File: config.mk
export PLATFORM = sky130hd
export DESIGN_NAME = vx_dispatch_arbiter
export DESIGN_NICKNAME = d
export VERILOG_FILES = /design/src/rtl/vx_dispatch_arbiter_pkg.sv /design/src/rtl/vx_dispatch_arbiter_rr_priority.sv /design/src/rtl/vx_dispatch_arbiter.sv
export SDC_FILE = /design/constraint.sdc
export NUM_CORES = 1
export LEC_CHECK = 0
export ABC_AREA = 1
export BUFFER_PORTS_ARGS = -buffer_cell sky130_fd_sc_hd__buf_4
export CORE_AREA = 2 2 148 150
export DETAILED_ROUTE_END_ITERATION = 12
export DIE_AREA = 0 0 150 152
export GPL_ROUTABILITY_DRIVEN = 0
export PLACE_DENSITY_LB_ADDON = 0.08
export SKIP_LAST_GASP = 1
export SYNTH_ARGS = -nofsm -noshare
export SYNTH_HDL_FRONTEND = slang
export SYNTH_HIERARCHICAL = 1
export SYNTH_SLANG_ARGS = --single-unit
export TNS_END_PERCENT = 30
File: constraint.sdc
create_clock -name clk -period 3.2 [get_ports clk]
set_clock_uncertainty 0.2 [all_clocks]
set_input_delay 0.64 -clock clk [delete_from_list [all_inputs] [get_ports clk]]
set_output_delay 0.64 -clock clk [all_outputs]
set_load 0.02 [all_outputs]
File: src/rtl/vx_dispatch_arbiter_pkg.sv
// Shared GPU-wide constants and the dispatch arbiter lock state.
package VX_gpu_pkg;

  localparam int ISSUE_WIDTH   = 4;
  localparam int PERF_CTR_BITS = 44;

  typedef enum logic {
    UNLOCKED = 1'b0,
    LOCKED   = 1'b1
  } arb_state_e;

endpackage

File: src/rtl/vx_dispatch_arbiter_rr_priority.sv
// Round-robin priority picker: first set bit of req at or above ptr, wrapping.
module vx_rr_priority #(
  parameter int NUM_REQS = 4,
  parameter int SELW     = 2
) (
  input  logic [NUM_REQS-1:0] req,
  input  logic [SELW-1:0]     ptr,
  output logic [NUM_REQS-1:0] grant,
  output logic [SELW-1:0]     idx
);

  function automatic int wrap_idx(input int p, input int o);
    return (p + o) % NUM_REQS;
  endfunction

  // Scan farthest offset first so the closest requester overwrites.
  always_comb begin
    grant = '0;
    idx   = '0;
    for (int off = NUM_REQS - 1; off >= 0; off--) begin
      if (req[wrap_idx(int'(ptr), off)]) begin
        grant = '0;
        grant[wrap_idx(int'(ptr), off)] = 1'b1;
        idx = SELW'(wrap_idx(int'(ptr), off));
      end
    end
  end

endmodule

File: src/rtl/vx_dispatch_arbiter.sv
// Shares one execution-unit dispatch port among issue slices with round-robin
// arbitration, multi-packet grant locking, per-slice flush and a stall counter.
module vx_dispatch_arbiter
  import VX_gpu_pkg::*;
#(
  parameter int NUM_REQS = ISSUE_WIDTH,
  parameter int DATAW    = 64,
  parameter int SELW     = (NUM_REQS > 1) ? $clog2(NUM_REQS) : 1,
  parameter int PERF_W   = PERF_CTR_BITS
) (
  input  logic                      clk,
  input  logic                      reset,
  input  logic [NUM_REQS-1:0]       flush,
  input  logic [NUM_REQS-1:0]       in_valid,
  input  logic [NUM_REQS-1:0]       in_eop,
  input  logic [NUM_REQS*DATAW-1:0] in_data,
  output logic [NUM_REQS-1:0]       in_ready,
  output logic                      out_valid,
  output logic [DATAW-1:0]          out_data,
  output logic [SELW-1:0]           out_sel,
  output logic                      out_eop,
  input  logic                      out_ready,
  output logic [PERF_W-1:0]         perf_stalls
);

  arb_state_e          state_q, state_d;
  logic [SELW-1:0]     lock_idx_q, lock_idx_d;
  logic [SELW-1:0]     rr_ptr_q, rr_ptr_d;
  logic                valid_q, valid_d;
  logic [DATAW-1:0]    data_q, data_d;
  logic [SELW-1:0]     sel_q, sel_d;
  logic                eop_q, eop_d;
  logic [PERF_W-1:0]   perf_q, perf_d;

  logic [NUM_REQS-1:0] req, elig, lock_mask, grant;
  logic [SELW-1:0]     grant_idx;
  logic                sel_flush, lock_flush, can_load, fire, win_eop;
  logic [DATAW-1:0]    win_data;

  always_comb begin
    sel_flush = 1'b0;
    lock_mask = '1;
    for (int i = 0; i < NUM_REQS; i++) begin
      if (sel_q == SELW'(i)) sel_flush = flush[i];
      if (state_q == LOCKED && lock_idx_q != SELW'(i)) lock_mask[i] = 1'b0;
    end
  end

  assign req        = in_valid & ~flush;
  assign elig       = req & lock_mask;
  assign lock_flush = (state_q == LOCKED) && |(flush & lock_mask);
  assign can_load   = ~valid_q | out_ready | sel_flush;

  vx_rr_priority #(
    .NUM_REQS (NUM_REQS),
    .SELW     (SELW)
  ) u_rr_priority (
    .req   (elig),
    .ptr   (rr_ptr_q),
    .grant (grant),
    .idx   (grant_idx)
  );

  assign in_ready = reset ? '0 : (grant & {NUM_REQS{can_load}});
  assign fire     = |(in_valid & in_ready);

  always_comb begin
    win_data = '0;
    win_eop  = 1'b0;
    for (int i = 0; i < NUM_REQS; i++) begin
      if (grant[i]) begin
        win_data = in_data[i*DATAW +: DATAW];
        win_eop  = in_eop[i];
      end
    end
  end

  always_comb begin
    state_d    = state_q;
    lock_idx_d = lock_idx_q;
    rr_ptr_d   = rr_ptr_q;
    valid_d    = valid_q;
    data_d     = data_q;
    sel_d      = sel_q;
    eop_d      = eop_q;
    perf_d     = perf_q;

    if (fire) begin
      rr_ptr_d   = (int'(grant_idx) == NUM_REQS - 1) ? '0 : grant_idx + SELW'(1);
      state_d    = win_eop ? UNLOCKED : LOCKED;
      lock_idx_d = grant_idx;
    end else if (lock_flush) begin
      state_d = UNLOCKED;
    end

    if (can_load) begin
      valid_d = fire;
      if (fire) begin
        data_d = win_data;
        sel_d  = grant_idx;
        eop_d  = win_eop;
      end
    end

    if (|req && !fire && perf_q != '1) perf_d = perf_q + PERF_W'(1);
  end

  always_ff @(posedge clk) begin
    if (reset) begin
      state_q    <= UNLOCKED;
      lock_idx_q <= '0;
      rr_ptr_q   <= '0;
      valid_q    <= 1'b0;
      data_q     <= '0;
      sel_q      <= '0;
      eop_q      <= 1'b0;
      perf_q     <= '0;
    end else begin
      state_q    <= state_d;
      lock_idx_q <= lock_idx_d;
      rr_ptr_q   <= rr_ptr_d;
      valid_q    <= valid_d;
      data_q     <= data_d;
      sel_q      <= sel_d;
      eop_q      <= eop_d;
      perf_q     <= perf_d;
    end
  end

  // A flush of the buffered slice hides the entry in the same cycle.
  assign out_valid   = valid_q & ~sel_flush;
  assign out_data    = data_q;
  assign out_sel     = sel_q;
  assign out_eop     = eop_q;
  assign perf_stalls = perf_q;

endmodule

==> metrics.md <==
| Metric | Value |
|---|---|
| Power per cell area | `884.9 mW/mm^2` |
| Post-synthesis cell type count | `34` |
| Hold Path Class | `reg2reg` |
| DRC viols | `0` |
| WP data required | `2360 ps` |
| Gr usage total | `29.32%` |
| Mapped Avg Cell Area | `5.994 um^2` |
| Worst slew pin tran | `1166 ps` |
| DR iter-0 viols | `699` |
| Synth top area share | `27.23%` |
| Worst setup EP type | `output pin` |
| Worst-path clk slew | `60 ps` |
| Leak | `6.036 nW` |
| Share of post-route cells with drive strength above 1 | `35.30%` |
| Via density | `5.105` |
| Root buffer cell | `clkbuf_16` |
| Max Clock Freq | `308.6 MHz` |
| Die X-Extent | `150 um` |
| Top_reg_cell synth | `dfxtp_1` |
| Avg WL per Cell | `16.67 um` |
| GRT met2 Usage | `49.42%` |
| Final setup violation count | `4` |
| Worst Hold End | `out_data[29]` |
| Largest net degree at the start of global routing | `64` |
| Placed inst area | `0.01205 mm^2` |
| Outcome | `finished with violations` |
| First-pass GRT wire length | `52.90 mm` |
| Routed wire length | `35.51 mm` |
| Crit-path cells | `inv_6 > a21oi_4 > nor3_2 > inv_1 > nand2_2 > buf_4 > nand3_4 > nand2_4 > inv_2 > buf_4 > nor2_1 > nor2_2 > clkinv_2 > nor3_2 > buf_4` |
| Hold Fails Final Rpt | `0` |
| Slowest CP cell | `dfxtp_4` |
| #FFs+latches synth | `117` |
| Reg2reg start | `lock_idx_q[1]` |
| Failing checks | `setup timing` |
| TritonCTS clock tree | `built` |
| Initial antenna violation count | `0` |
| CP max FO | `4` |
| Placed wire-length estimate | `26.34 mm` |
| Final worst slack | `-40.41 ps` |
| Number of global-route vias before repair | `9844` |
| Top Usage Layer GRT | `met2` |
| WHS Path Cells | `2` |
| Seq/Total Area, Yosys | `27.23%` |
| Post-synth EDFFs | `0` |
| WHS | `281.6 ps` |
| TritonRoute pass-1 iters | `5` |
| # port buffers | `386` |
| Rel. slew slack | `22.08%` |
| Core area | `0.02135 mm^2` |
| RSZ-0062 raised after global routing | `true` |
| Yosys top cell by area | `dfxtp_1` |
| Final nets | `2118` |
| Ys Warns | `6` |
| Worst-Skew Late Latency | `420 ps` |
| Syn nets | `1716` |
| Finished Cell Area | `0.01321 mm^2` |
| Final Max Tran Viols | `0` |
| Antenna diodes | `0` |
| Synth cell count leaders | `410 x nand2_1, 237 x nor2_1, 138 x o21ai_0, 137 x nand3_1, 117 x dfxtp_1` |
| Reg2reg setup slack | `60 ps` |
| Initial core utilization | `40.28%` |
| Min-delay src | `out_data[29]` |
| IR Drop Worst-Case VDD | `0.4897 mV` |
| Crit path time final | `3240 ps` |
| Top Ports | `387` |
| Max-cap check violation count | `0` |
| Netlist Area Pre-Place | `0.008601 mm^2` |
| Cell Rows | `54` |
| Clock buffer depth | `2` |
| Clock Sinks | `117` |
| Die Area | `0.02280 mm^2` |
| Critical Path AT | `2400 ps` |
| Most used cell, CP | `buf_4` |
| Die Ht | `152 um` |
| R2r endpoint | `perf_stalls[25]` |
| Routing usage on met3 | `6.126%` |
| R2R depth | `24` |
| Startpoint types | `flop` |
| Overflow after GRT | `0` |
| Synth async-reset ratio | `0%` |
| Area grow syn2layout | `53.56%` |
| Count leader, synth | `nand2_1` |
| DR vias | `10870` |
| Setup CP Type | `reg2out` |
| Final period utilization | `101.3%` |
| Detail Route Antenna Nets | `0` |
| Area contributors post-synth | `dfxtp_1 27%, nand2_1 18%, nor2_1 10%` |
| H-tree lvl count | `4` |
| Post-Syn Instances | `1435` |
| Met1 Usage GRT | `36.44%` |
| Num CTS Buffers | `17` |
| CP peak stage delay | `400 ps` |
per-stage QoR:
step / setup slack [ps] / instances / power, mW / utilization (%) / TNS (ps)
final: -40.41 / 2130 / 11.69 / 61.86 / -80.15
after global routing: -175.9 / 2130 / 12.60 / 61.86 / -8734
after detailed placement: -315.2 / 2079 / 8.839 / 56.43 / -26370
after CTS: -43.64 / 2117 / 11.28 / 60.42 / -71.70
after floorplan: -31.70 / 1435 / 6.435 / - / -31.70
after global placement: -214.5 / 2079 / 8.800 / 56.43 / -19290
routing by layer:
| layer | up-vias | part of all wire [%] |
|---|---|---|
| met3 | 72 | 7.8 |
| met1 | 4910 | 41 |
| li1 | 5453 | - |
| met2 | 438 | 48 |
| met5 | - | 0 |
| met4 | 0 | 3.4 |
worst max path at each step:
stage,cells past startpoint,start,slack (ps),endpoint
floorplan,14,rr_ptr_q[0],-30,in_ready[3]
global placement,21,flush[2],-210,perf_stalls[13]
detailed placement,21,flush[2],-320,perf_stalls[34]
CTS,16,lock_idx_q[1],-40,in_ready[3]
global route,15,lock_idx_q[1],-180,in_ready[3]
finish,15,lock_idx_q[1],-40,in_ready[3]
worst max-delay path: cells and delay by family (launching register included):
kind                   cells  cell delay, ps
buffers and inverters      7             780
and+or+nand+nor            7             650
DFF                        1             400
AOI/OAI and AO/OA          1             170
flip-flops by register name, summed over array words and instances (netlist names):
register,cells
lock_idx_q,2
out_sel,2
out_data,64
out_eop,1
perf_stalls,44
rr_ptr_q,2
valid_q,1
state_q,1
cell usage in the layout, fill, tap and decap left out, drive strengths merged:
cell type	Yosys	final
nor3	7	7
clkbuf	40	25
nand3	141	141
a21oi	122	122
dfxtp	117	117
or2	2	2
clkinvlp	0	1
inv	56	57
o21ai	139	139
bufinv	0	6
ha	10	10
buf	49	468
nand4	12	12
a31oi	1	1
xor2	11	11
o22ai	1	1
o211ai	1	1
xnor2	20	20
nor2	245	245
nand2	460	460
clkinv	1	4
final cells by class:
type | count | area [um^2]
clock buffers | 21 | 470.5
clock inverters | 11 | 219.0
fillers | 2120 | 8143
inverters | 57 | 230.2
multi-input cells | 1172 | 5771
flip-flops and latches | 117 | 2350
well taps | 280 | 350.3
repair buffers | 472 | 3817
cell families (layout without fill, tap and decap cells):
| logic type | after synthesis | after routing | share of synthesized area, % |
|---|---|---|---|
| simple gates | 867 | 867 | 43.05 |
| compound gates | 264 | 264 | 17.17 |
| buf+inv | 146 | 561 | 7.943 |
| flops | 117 | 117 | 27.23 |
| fa+ha+maj | 10 | 10 | 1.455 |
| xor+xnor | 31 | 31 | 3.157 |
repair_timing:
action | CTS | global route
setup buffers | 6 | 9
pin swaps | 9 | 24
endpoints found under the setup margin | 48 | 91
cloned | 0 | 4
hold buffers | 0 | 0
resized for setup | 33 | 32
power breakdown:
group	internal, mW	switching [mW]
Combinational	2.95	4.51
Sequential	1.76	0.197
Clock	1.53	0.734
Total	6.24	5.45
Power figures use the tool's default switching activity.
